==> config.mk <==
export PLATFORM = sky130hd
export DESIGN_NAME = seven_segment_scanner
export DESIGN_NICKNAME = d
export VERILOG_FILES = /design/src/rtl/seven_segment_scanner.sv
export SDC_FILE = /design/constraint.sdc
export NUM_CORES = 1
export LEC_CHECK = 0
export BUFFER_PORTS_ARGS = -buffer_cell sky130_fd_sc_hd__buf_2
export CAP_MARGIN = 20
export CORE_MARGIN = 2
export CORE_UTILIZATION = 65
export CTS_CLUSTER_DIAMETER = 40
export DETAILED_ROUTE_END_ITERATION = 16
export PLACE_DENSITY = 0.8
export SETUP_SLACK_MARGIN = 0.15
export SLEW_MARGIN = 20
export SYNTH_ARGS = -nofsm -noshare
export SYNTH_HDL_FRONTEND = slang
export SYNTH_SLANG_ARGS = --single-unit
==> constraint.sdc <==
create_clock -name clk -period 3.7 [get_ports clk]
set_input_delay 0.555 -clock clk [delete_from_list [all_inputs] [get_ports clk]]
set_output_delay 0.555 -clock clk [all_outputs]
set_load 0.02 [all_outputs]
==> src/rtl/seven_segment_scanner.sv <==
// Multiplexed seven-segment display driver.
// Converts a binary value to hex or decimal digits (double dabble for decimal)
// and time-multiplexes them across NUM_DIGITS active-low common-enable displays.
// Ports:
//   clk, rstN           - clock, asynchronous active-low reset
//   value               - binary value to display (sampled at accepted frame start)
//   decimalMode         - 1 = decimal, 0 = hex (sampled with value)
//   blankLeadingZeros   - blank zero digits above the most significant nonzero digit
//   dpMask              - per-digit decimal point, 1 = lit (applied live)
//   sevenSegmentData    - {dp,g,f,e,d,c,b,a}, active low
//   sevenSegmentEnable  - one-cold digit enables, digit 0 rightmost
//   busy                - conversion in progress
//   overflow            - last completed conversion did not fit in NUM_DIGITS
module seven_segment_scanner #(
  parameter int unsigned NUM_DIGITS  = 4,
  parameter int unsigned VALUE_WIDTH = 16,
  parameter int unsigned REFRESH_DIV = 50000
) (
  input  logic                   clk,
  input  logic                   rstN,
  input  logic [VALUE_WIDTH-1:0] value,
  input  logic                   decimalMode,
  input  logic                   blankLeadingZeros,
  input  logic [NUM_DIGITS-1:0]  dpMask,
  output logic [7:0]             sevenSegmentData,
  output logic [NUM_DIGITS-1:0]  sevenSegmentEnable,
  output logic                   busy,
  output logic                   overflow
);

  localparam int unsigned IDX_W      = (NUM_DIGITS > 1) ? $clog2(NUM_DIGITS) : 1;
  localparam int unsigned DIV_W      = $clog2(REFRESH_DIV);
  // Ten BCD digits hold any 32-bit value, so the overflow check is a simple
  // look at the digits above NUM_DIGITS.
  localparam int unsigned BCD_DIGITS = 10;
  localparam int unsigned BCD_W      = 4 * BCD_DIGITS;
  localparam int unsigned SHD_W      = 4 * NUM_DIGITS;
  localparam int unsigned CNT_W      = $clog2(VALUE_WIDTH + 1);

  typedef enum logic [1:0] {
    S_IDLE = 2'd0,
    S_HEX  = 2'd1,
    S_DEC  = 2'd2
  } state_t;

  state_t               state_q, state_n;
  logic [DIV_W-1:0]     div_q;
  logic [IDX_W-1:0]     idx_q;
  logic                 start_pend_q;
  logic [BCD_W-1:0]     bcd_q;
  logic [VALUE_WIDTH-1:0] bin_q;
  logic [CNT_W-1:0]     cnt_q;
  logic [SHD_W-1:0]     shadow_q;
  logic                 shadow_vld_q;

  logic                 div_tc_c;
  logic                 frame_start_c;
  logic                 load_hex_c;
  logic                 load_dec_c;
  logic                 step_c;
  logic                 commit_c;
  logic [BCD_W-1:0]     bcd_adj_c;
  logic [NUM_DIGITS-1:0] lead_zero_c;
  logic [3:0]           cur_nib_c;
  logic                 cur_dp_c;
  logic                 cur_blank_c;
  logic [7:0]           seg_c;
  logic [NUM_DIGITS-1:0] en_c;

  // Active-low glyphs {g,f,e,d,c,b,a}
  function automatic logic [6:0] glyph(input logic [3:0] nib);
    logic [6:0] g;
    case (nib)
      4'h0: g = 7'h40;
      4'h1: g = 7'h79;
      4'h2: g = 7'h24;
      4'h3: g = 7'h30;
      4'h4: g = 7'h19;
      4'h5: g = 7'h12;
      4'h6: g = 7'h02;
      4'h7: g = 7'h78;
      4'h8: g = 7'h00;
      4'h9: g = 7'h10;
      4'hA: g = 7'h08;
      4'hB: g = 7'h03;
      4'hC: g = 7'h46;
      4'hD: g = 7'h21;
      4'hE: g = 7'h06;
      default: g = 7'h0E;
    endcase
    return g;
  endfunction

  // Scan timing: divider terminal count and frame start strobe
  assign div_tc_c      = (div_q == DIV_W'(REFRESH_DIV - 1));
  assign frame_start_c = start_pend_q |
                         (div_tc_c && (idx_q == IDX_W'(NUM_DIGITS - 1)));

  // Divider, digit index and first-edge-after-reset flag
  always_ff @(posedge clk or negedge rstN) begin
    if (!rstN) begin
      div_q        <= '0;
      idx_q        <= '0;
      start_pend_q <= 1'b1;
    end else begin
      start_pend_q <= 1'b0;
      if (div_tc_c) begin
        div_q <= '0;
        if (idx_q == IDX_W'(NUM_DIGITS - 1)) idx_q <= '0;
        else                                 idx_q <= idx_q + IDX_W'(1);
      end else begin
        div_q <= div_q + DIV_W'(1);
      end
    end
  end

  // Conversion FSM state register
  always_ff @(posedge clk or negedge rstN) begin
    if (!rstN) begin
      state_q <= S_IDLE;
      busy    <= 1'b0;
    end else begin
      state_q <= state_n;
      busy    <= (state_n != S_IDLE);
    end
  end

  // Conversion FSM next state; frame starts are only accepted while idle
  always_comb begin
    state_n    = state_q;
    load_hex_c = 1'b0;
    load_dec_c = 1'b0;
    step_c     = 1'b0;
    commit_c   = 1'b0;
    case (state_q)
      S_IDLE: begin
        if (frame_start_c) begin
          if (decimalMode) begin
            state_n    = S_DEC;
            load_dec_c = 1'b1;
          end else begin
            state_n    = S_HEX;
            load_hex_c = 1'b1;
          end
        end
      end
      S_HEX: begin
        commit_c = 1'b1;
        state_n  = S_IDLE;
      end
      S_DEC: begin
        if (cnt_q == CNT_W'(VALUE_WIDTH)) begin
          commit_c = 1'b1;
          state_n  = S_IDLE;
        end else begin
          step_c = 1'b1;
        end
      end
      default: state_n = S_IDLE;
    endcase
  end

  // Double dabble add-3 correction on every BCD digit
  always_comb begin
    bcd_adj_c = bcd_q;
    for (int i = 0; i < int'(BCD_DIGITS); i++) begin
      if (bcd_q[4*i +: 4] >= 4'd5) bcd_adj_c[4*i +: 4] = bcd_q[4*i +: 4] + 4'd3;
    end
  end

  // Conversion datapath; hex loads the value straight into the BCD register
  // so both modes commit through the same path.
  always_ff @(posedge clk or negedge rstN) begin
    if (!rstN) begin
      bcd_q <= '0;
      bin_q <= '0;
      cnt_q <= '0;
    end else if (load_hex_c) begin
      bcd_q <= BCD_W'(value);
    end else if (load_dec_c) begin
      bcd_q <= '0;
      bin_q <= value;
      cnt_q <= '0;
    end else if (step_c) begin
      bcd_q <= BCD_W'({bcd_adj_c, bin_q[VALUE_WIDTH-1]});
      bin_q <= {bin_q[VALUE_WIDTH-2:0], 1'b0};
      cnt_q <= cnt_q + CNT_W'(1);
    end
  end

  // Shadow digits and overflow update together when busy falls
  always_ff @(posedge clk or negedge rstN) begin
    if (!rstN) begin
      shadow_q     <= '0;
      shadow_vld_q <= 1'b0;
      overflow     <= 1'b0;
    end else if (commit_c) begin
      shadow_q     <= bcd_q[SHD_W-1:0];
      shadow_vld_q <= 1'b1;
      overflow     <= |bcd_q[BCD_W-1:SHD_W];
    end
  end

  // Leading-zero map: bit i set when digits i..NUM_DIGITS-1 are all zero
  always_comb begin
    logic zero_run;
    zero_run    = 1'b1;
    lead_zero_c = '0;
    for (int i = int'(NUM_DIGITS) - 1; i >= 0; i--) begin
      zero_run       = zero_run & (shadow_q[4*i +: 4] == 4'd0);
      lead_zero_c[i] = zero_run;
    end
  end

  // Select the currently scanned digit
  always_comb begin
    cur_nib_c   = 4'd0;
    cur_dp_c    = 1'b0;
    cur_blank_c = 1'b0;
    for (int i = 0; i < int'(NUM_DIGITS); i++) begin
      if (idx_q == IDX_W'(i)) begin
        cur_nib_c   = shadow_q[4*i +: 4];
        cur_dp_c    = dpMask[i];
        cur_blank_c = blankLeadingZeros && (i != 0) && lead_zero_c[i];
      end
    end
  end

  // Segment pattern: blank before first commit, dash on overflow
  always_comb begin
    if (!shadow_vld_q)    seg_c = {~cur_dp_c, 7'h7F};
    else if (overflow)    seg_c = {~cur_dp_c, 7'h3F};
    else if (cur_blank_c) seg_c = {~cur_dp_c, 7'h7F};
    else                  seg_c = {~cur_dp_c, glyph(cur_nib_c)};
    en_c = ~(NUM_DIGITS'(1) << idx_q);
  end

  // Registered display outputs; data and enable change on the same edge
  always_ff @(posedge clk or negedge rstN) begin
    if (!rstN) begin
      sevenSegmentData   <= 8'hFF;
      sevenSegmentEnable <= '1;
    end else begin
      sevenSegmentData   <= seg_c;
      sevenSegmentEnable <= en_c;
    end
  end

endmodule

==> results of run 1 <==
final cells by class:
type	count	area [sq um]	area share
multi-input cells	462	3200	0.443
flip-flops and latches	113	2840	0.394
clock buffers	21	439	0.0608
repair buffers	46	268	0.0371
well taps	129	161	0.0224
clock inverters	10	160	0.0222
inverters	40	150	0.0208
state kept, by name, summed over array words and instances, names as in the netlist:
register / count
sevenSegmentEnable: 4
shadow_q: 16
idx_q: 2
start_pend_q: 1
shadow_vld_q: 1
div_q: 16
overflow: 1
state_q: 2
bin_q: 16
busy: 1
cnt_q: 5
sevenSegmentData: 8
bcd_q: 40
synthesized netlist by cell type (all sizes together), types with 2 or more instances:
master,count
dfrtp,100
a21oi,57
nand2,57
o21ai,49
ha,42
inv,40
nor2,39
mux2i,37
clkbuf,20
a211oi,18
nand3b,17
mux2,16
nand3,15
xnor2,15
dfstp,13
nand2b,13
buf,9
nor3b,9
and3,8
nor3,8
nor4,6
xor2,6
o211ai,5
o31ai,5
nor2b,4
nand4,3
o22ai,3
a211o,2
a22oi,2
a311oi,2
nand4b,2
o221ai,2
or4b,2
power groups by stage:
stage	Sequential (W)	Combinational (W)	Clock, W
after floorplan	0.00193	0.00153	0
after global placement	0.00196	0.00190	0
after detailed placement	0.00198	0.00202	0
after CTS	0.00196	0.00205	0.00167
after global routing	0.00202	0.00231	0.00174
final	0.00197	0.00205	0.00166
metal layers:
layer  track usage  up-vias  part of all wire
met4        0.0779        0             0.010
li1              -     2336                 -
met3        0.0732       15             0.038
met2         0.451      101              0.50
met1         0.352     2352              0.46
met5             0        -                 0
stage by stage:
step / hold slack (ns) / setup WS (ns) / util / instance area [sq um] / total power (W)
2_1_floorplan: 0.259 / 1.46 / - / 6290 / 0.00346
3_3_place_gp: 0.465 / 1.14 / 0.710 / 6620 / 0.00386
3_5_place_dp: 0.475 / 1.07 / 0.710 / 6620 / 0.00400
4_1_cts: 0.101 / 1.03 / 0.774 / 7220 / 0.00569
5_1_grt: 0.127 / 0.833 / 0.774 / 7220 / 0.00607
6_report: 0.0832 / 1.05 / 0.774 / 7220 / 0.00568
logic make-up after synthesis:
kind of cell / count (synthesis)
AOI/OAI and AO/OA: 154
xor gates and xnor gates: 21
adders and majority gates: 42
buffers and inverters: 69
DFF: 113
muxes: 53
other: 1
and+or+nand+nor: 191
worst max-delay path by stage:
stage / from / endpoint / slack [ns] / depth (start not counted)
after floorplan: idx_q[0]$_DFFE_PN0N_ / sevenSegmentData[6]$_DFF_PN1_ / 1.46 / 10
after global placement: div_q[4]$_DFF_PN0_ / bcd_q[12]$_DFFE_PN0P_ / 1.14 / 6
after detailed placement: div_q[10]$_DFF_PN0_ / bcd_q[3]$_DFFE_PN0P_ / 1.07 / 6
after CTS: div_q[10]$_DFF_PN0_ / bcd_q[8]$_DFFE_PN0P_ / 1.03 / 6
after global routing: idx_q[0]$_DFFE_PN0N_ / sevenSegmentData[6]$_DFF_PN1_ / 0.83 / 9
final: div_q[10]$_DFF_PN0_ / bcd_q[6]$_DFFE_PN0P_ / 1.05 / 6
layout by cell type (no fill, tap or decap), types with 16 or more instances in the layout:
cell / count
sky130_fd_sc_hd__a211oi_1: 18
sky130_fd_sc_hd__a21oi_1: 57
sky130_fd_sc_hd__buf_2: 36
sky130_fd_sc_hd__clkbuf_16: 16
sky130_fd_sc_hd__dfrtp_1: 100
sky130_fd_sc_hd__ha_1: 42
sky130_fd_sc_hd__inv_1: 39
sky130_fd_sc_hd__mux2_2: 16
sky130_fd_sc_hd__mux2i_1: 37
sky130_fd_sc_hd__nand2_1: 57
sky130_fd_sc_hd__nand3b_1: 17
sky130_fd_sc_hd__nor2_1: 39
sky130_fd_sc_hd__o21ai_0: 49
==> results.py, run 1 <==
metrics = {
    "yosys": {
        "post_synthesis_share_of_cell_area_spent_on_and_or_nand_and_nor_gates": 0.159,
        "synth_edf_count": 0,
        "synth_sequential_area_ratio": 0.452,
        "synth.area.mux_share": 0.0876,
        "yosys_warnings": 0,
        "yosysTopAreaCell": "sky130_fd_sc_hd__dfrtp_1",
        "synthesis.nets": 710,
        "synth_compound_gate_area_share": 0.144,
        "post_synth_fa_ha_maj_area_fraction": 0.0836,
        "synth.lib_cells_used.distinct": 56,
        "synthesis.area_sq_um": 6290,
        "synthArstFlopShare": 1.00,
        "synth_top_family_by_area": "simple AND/OR/NAND/NOR gates",
        "synth-xor-area-share": 0.0293,
        "netlist_instances": 644,
        "ys_seq_elements": 113,
        "synthFlopType": "sky130_fd_sc_hd__dfrtp_1",
        "synthTopCellsByArea": "sky130_fd_sc_hd__dfrtp_1 (40%), sky130_fd_sc_hd__ha_1 (8.4%), sky130_fd_sc_hd__mux2i_1 (5.9%)",
        "avgSynthCellArea_sq_um": 9.76,
        "synth_top_cell_area_share": 0.398,
    },
    "clock_tree": {
        "clock-sinks": 113,
        "clk_pin_slew_ns": 0.05,
        "cts_setup_buffers": 0,
        "tritoncts": "built",
        "cts-buffers-inserted": 17,
        "cts.root.buffer_cell": "sky130_fd_sc_hd__clkbuf_8",
        "cts-htree-levels": 4,
        "cts.path.max_buffers": 2,
        "ctsResizeCount": 0,
        "holdBufCountCts": 0,
        "insertion_delay_ns": 0.51,
    },
    "worst_setup_path": {
        "timing.critical_path.cells": "or4b_1 > nor4_4 > a31o_2 > buf_4 > nand3b_1 > o31ai_1",
        "path_max_fanout": 32,
        "timing.critical_path.from_type": "flip-flop",
        "reg2reg_to": "bcd_q[6]$_DFFE_PN0P_",
        "cpPeakStageDelay_ns": 0.62,
        "r2r.worst_path.cells": 6,
        "regToRegStartpoint": "div_q[10]$_DFF_PN0_",
        "buffer_and_inverter_count_on_the_worst_path": 1,
        "slowest_stage": "sky130_fd_sc_hd__or4b_1",
        "reg2reg_slack_ns": 1.05,
        "critical_path_arrival_ns": 3.06,
        "end_kind": "flip-flop",
        "path_delay_family": "simple AND/OR/NAND/NOR gates",
        "critPathRequiredTime_ns": 4.11,
        "crit_type": "reg -> reg",
    },
    "global_routing": {
        "grt_pass1_vias": 4755,
        "antenna_found_initial": 0,
        "grt_first_pass_wirelength_microns": 22100,
        "globalRouteOverflowTotal": 0,
        "grt_start_max_net_pins": 62,
        "grtUsageTotal": 0.271,
    },
    "power": {
        "p_seq_frac": 0.347,
        "p_int_w": 0.00361,
        "power.leakage_nw": 3.18,
        "power_switching_share": 0.364,
        "switching_power_w": 0.00207,
        "power.density_nw_per_um2": 787,
        "power.share.clock": 0.292,
        "ir_drop_uv": 653,
        "p_comb_frac": 0.361,
    },
    "floorplanning": {
        "die_area_sq_um": 10500,
        "io_pins": 38,
        "core_sq_um": 9330,
        "floorplan.die.width_microns": 102,
        "floorplan.initialDensity": 0.674,
        "die_h_microns": 102,
        "core.rowCount": 35,
    },
    "detailed_routing": {
        "drt.antenna.violating_nets": 0,
        "drt-wirelength-per-cell_microns": 15.8,
        "drt_iter0_markers": 208,
        "number_of_search_and_repair_iterations_in_the_first_detailed_routing_pass": 5,
        "post_drt_via_cell_ratio": 5.85,
        "remaining_drc_errors": 0,
        "totalWireLength_microns": 13000,
        "num_vias": 4804,
    },
    "worst_hold_path": {
        "worst_hold_path_type": "in -> async",
    },
    "sta": {
        "max-slew-margin-rel": 0.428,
        "layout_worst_path_cycle_share": 0.715,
        "period_minus_slack_ns": 2.65,
        "grt_setup_unrepaired": "false",
        "final_setup_fails": 0,
        "maximum_achievable_frequency_mhz": 378,
        "totalNegativeSetupSlack_ns": 0,
        "slew_limit_fails": 0,
        "hold_viol_final": 0,
        "skew_ns": 0.00711,
        "tightest_slew_ns": 0.853,
    },
    "final_layout": {
        "layout.cells.non_filler": 821,
        "fin_nets": 746,
        "antennaDiodeCount": 0,
        "n_fill_cell": 619,
        "layout-area-overhead-vs-synth_pct": 14.9,
        "drive_above_1_share": 0.162,
    },
    "placed_design": {
        "portBuffers": 37,
        "hpwlAfterDp_microns": 8930,
        "place.detailed.instances": 790,
        "routability_congestion_estimate": 0.887,
    },
    "status": {
        "outcome": "complete, no violations",
    },
    "run": {
        "maxCapViolations": 0,
    },
}
(Power assumes the default switching activity.)
==> run 2, diff against run 1 <==
--- a/config.mk
+++ b/config.mk
@@ -8,10 +8,10 @@
 export BUFFER_PORTS_ARGS = -buffer_cell sky130_fd_sc_hd__buf_2
 export CAP_MARGIN = 20
 export CORE_MARGIN = 2
-export CORE_UTILIZATION = 65
+export CORE_UTILIZATION = 55
 export CTS_CLUSTER_DIAMETER = 40
 export DETAILED_ROUTE_END_ITERATION = 16
-export PLACE_DENSITY = 0.8
+export PLACE_DENSITY = 0.72
 export SETUP_SLACK_MARGIN = 0.15
 export SLEW_MARGIN = 20
 export SYNTH_ARGS = -nofsm -noshare
==> constraint.sdc (replaced) <==
create_clock -name clk -period 2.2 [get_ports clk]
set_input_delay 0.33 -clock clk [delete_from_list [all_inputs] [get_ports clk]]
set_output_delay 0.33 -clock clk [all_outputs]
set_load 0.02 [all_outputs]
==> results.py, run 2 (synthesis gave the netlist of run 1 again) <==
metrics = {
    "sta": {
        "slew_limit_fails": 0,
        "tightest_slew_ns": 0.588,
        "hold_viol_final": 0,
        "period_minus_slack_ns": 2.23,
        "maximum_achievable_frequency_mhz": 448,
        "skew_ns": 0.0100,
        "grt_setup_unrepaired": "true",
        "max-slew-margin-rel": 0.604,
        "layout_worst_path_cycle_share": 1.01,
        "fin_hold_ws_ns": 0.0623,
        "totalNegativeSetupSlack_ns": -0.101,
        "final_setup_fails": 5,
        "worst_slack_setup_final_ns": -0.0307,
    },
    "worst_setup_path": {
        "timing.critical_path.from_type": "flip-flop",
        "end_kind": "flip-flop",
        "slowest_stage": "sky130_fd_sc_hd__or4b_4",
        "critical_path_arrival_ns": 2.57,
        "buffer_and_inverter_count_on_the_worst_path": 2,
        "crit_type": "reg -> reg",
        "path_max_fanout": 6,
        "timing.critical_path.cells": "or4b_4 > nor4_4 > buf_4 > a311oi_4 > buf_6 > mux2i_4 > a21oi_1",
        "cpPeakStageDelay_ns": 0.57,
        "path_delay_family": "simple AND/OR/NAND/NOR gates",
        "critPathRequiredTime_ns": 2.54,
    },
    "global_routing": {
        "grt_start_max_net_pins": 41,
        "antenna_found_initial": 0,
        "grt_first_pass_wirelength_microns": 25300,
        "globalRouteOverflowTotal": 0,
        "grtUsageTotal": 0.256,
        "grt_pass1_vias": 5326,
    },
    "power": {
        "power.leakage_nw": 3.63,
        "p_seq_frac": 0.325,
        "power.density_nw_per_um2": 1270,
        "p_comb_frac": 0.426,
        "p_int_w": 0.00645,
        "switching_power_w": 0.00380,
        "ir_drop_uv": 760,
        "power.share.clock": 0.249,
        "power_switching_share": 0.371,
    },
    "final_layout": {
        "fin_nets": 810,
        "layout_common_cells": "sky130_fd_sc_hd__dfrtp_1 (99), sky130_fd_sc_hd__a21oi_1 (55), sky130_fd_sc_hd__buf_4 (53)",
        "mostFrequentLayoutCell": "sky130_fd_sc_hd__dfrtp_1",
        "drive_above_1_share": 0.283,
        "layout-area-overhead-vs-synth_pct": 28.6,
        "number_of_flip_flops_under_the_largest_register_name": 40,
        "final_design_area_no_fill_sq_um": 8080,
        "largest_register": "bcd_q",
        "antennaDiodeCount": 0,
        "finish.utilization": 0.717,
    },
    "floorplanning": {
        "die_h_microns": 111,
        "floorplan.die.width_microns": 111,
        "core.rowCount": 39,
        "floorplan.initialDensity": 0.558,
        "io_pins": 38,
        "core_sq_um": 11300,
        "die_area_sq_um": 12300,
    },
    "clock_tree": {
        "clock-sinks": 113,
        "cts.root.buffer_cell": "sky130_fd_sc_hd__clkbuf_16",
        "cts-buffers-inserted": 17,
        "cts-htree-levels": 4,
        "insertion_delay_ns": 0.42,
        "clk_pin_slew_ns": 0.05,
        "tritoncts": "built",
        "cts.path.max_buffers": 2,
    },
    "detailed_routing": {
        "wl_met2_microns": 7830,
        "drt-wirelength-per-cell_microns": 17.0,
        "drt_iter0_markers": 209,
        "remaining_drc_errors": 0,
        "detailroute.wirelength.met3_microns": 605,
        "totalWireLength_microns": 15300,
        "highest_layer": "met4",
        "drt.antenna.violating_nets": 0,
        "post_drt_via_cell_ratio": 5.69,
        "wl_met1_microns": 6570,
        "num_vias": 5113,
        "number_of_search_and_repair_iterations_in_the_first_detailed_routing_pass": 5,
    },
    "placed_design": {
        "portBuffers": 37,
        "detailedPlace.worstSlack_ns": -0.231,
        "routability_congestion_estimate": 0.924,
        "placement.cell_area_sq_um": 7010,
        "hpwlAfterDp_microns": 9800,
    },
    "status": {
        "violations": "negative setup slack",
        "outcome": "complete, but fails checks",
    },
    "worst_hold_path": {
        "worst_hold_path_type": "in -> reg",
    },
    "run": {
        "maxCapViolations": 0,
    },
}
[run 2: changes by cell type in the layout (fill, tap and decap cells not counted), moves of 3 or more]
cell                         change
sky130_fd_sc_hd__nand2_2         +3
sky130_fd_sc_hd__ha_1            -6
sky130_fd_sc_hd__buf_16          +3
sky130_fd_sc_hd__o21ai_0        -19
sky130_fd_sc_hd__o21ai_2         +9
sky130_fd_sc_hd__buf_12          +5
sky130_fd_sc_hd__buf_6           +9
sky130_fd_sc_hd__clkbuf_8        +5
sky130_fd_sc_hd__bufinv_16       -4
sky130_fd_sc_hd__o21ai_1        +10
sky130_fd_sc_hd__nand2_1         -5
sky130_fd_sc_hd__ha_4            +4
sky130_fd_sc_hd__buf_4          +44
sky130_fd_sc_hd__clkinvlp_4      -3
[run 2: final timing paths]
path                                            endpoint                     start  slack, ns  cells after the start
setup / recovery                   bin_q[13]$_DFFE_PN0P_       div_q[12]$_DFF_PN0_      -0.03                      7
hold / removal             sevenSegmentData[7]$_DFF_PN1_                 dpMask[3]       0.06                      2
setup reg to reg                   bin_q[13]$_DFFE_PN0P_       div_q[12]$_DFF_PN0_      -0.03                      7
hold reg to reg            sevenSegmentData[6]$_DFF_PN1_  shadow_vld_q$_DFFE_PN0P_       0.45                      1
max in group asynchronous           idx_q[0]$_DFFE_PN0N_                      rstN       1.09                      3
min in group asynchronous          bcd_q[34]$_DFFE_PN0P_                      rstN       0.44                      2
[run 2: final cells by class]
type,count,area [sq um]
fill,796,3190
tap,143,179
multi-input combinational,462,3420
clock inverter,4,22.5
sequential,113,2850
inverter,40,150
clock buffer,27,533
timing repair buffer,110,932
[run 2: worst reg2reg max path: cells and delay by family (launching register included)]
family	cells	cell delay, ns
multiplexers	1	0.19
AO/OA/AOI/OAI	2	0.28
flip-flops	1	0.39
AND/OR/NAND/NOR	2	0.92
buffers and inverters	2	0.38
[run 2: through the flow]
| stage | std cells | total power, W |
|---|---|---|
| floorplan | 644 | 0.00584 |
| global placement | 841 | 0.00683 |
| detailed placement | 842 | 0.00705 |
| CTS | 892 | 0.00994 |
| global route | 899 | 0.0109 |
| finish | 899 | 0.0103 |
[run 2: layer usage]
| metal | up-vias | GRT usage |
|---|---|---|
| met3 | 28 | 0.0601 |
| met1 | 2505 | 0.324 |
| met5 | - | 0 |
| li1 | 2473 | - |
| met2 | 107 | 0.433 |
| met4 | 0 | 0.0900 |
[run 2: power by group through the flow]
stage | combinational (W) | clock, W | sequential [W]
6_report | 0.00437 | 0.00255 | 0.00333
5_1_grt | 0.00482 | 0.00268 | 0.00342
4_1_cts | 0.00406 | 0.00258 | 0.00330
3_5_place_dp | 0.00373 | 0 | 0.00332
3_3_place_gp | 0.00354 | 0 | 0.00329
2_1_floorplan | 0.00259 | 0 | 0.00325
[run 2: repair_timing]
item | in CTS | in global routing
gates cloned | 4 | 1
hold endpoints to repair | 24 | 0
setup buffers | 14 | 6
endpoints found under the setup margin | 71 | 84
hold buffers | 1 | 0
pin swaps | 23 | 17
resized for setup | 39 | 39
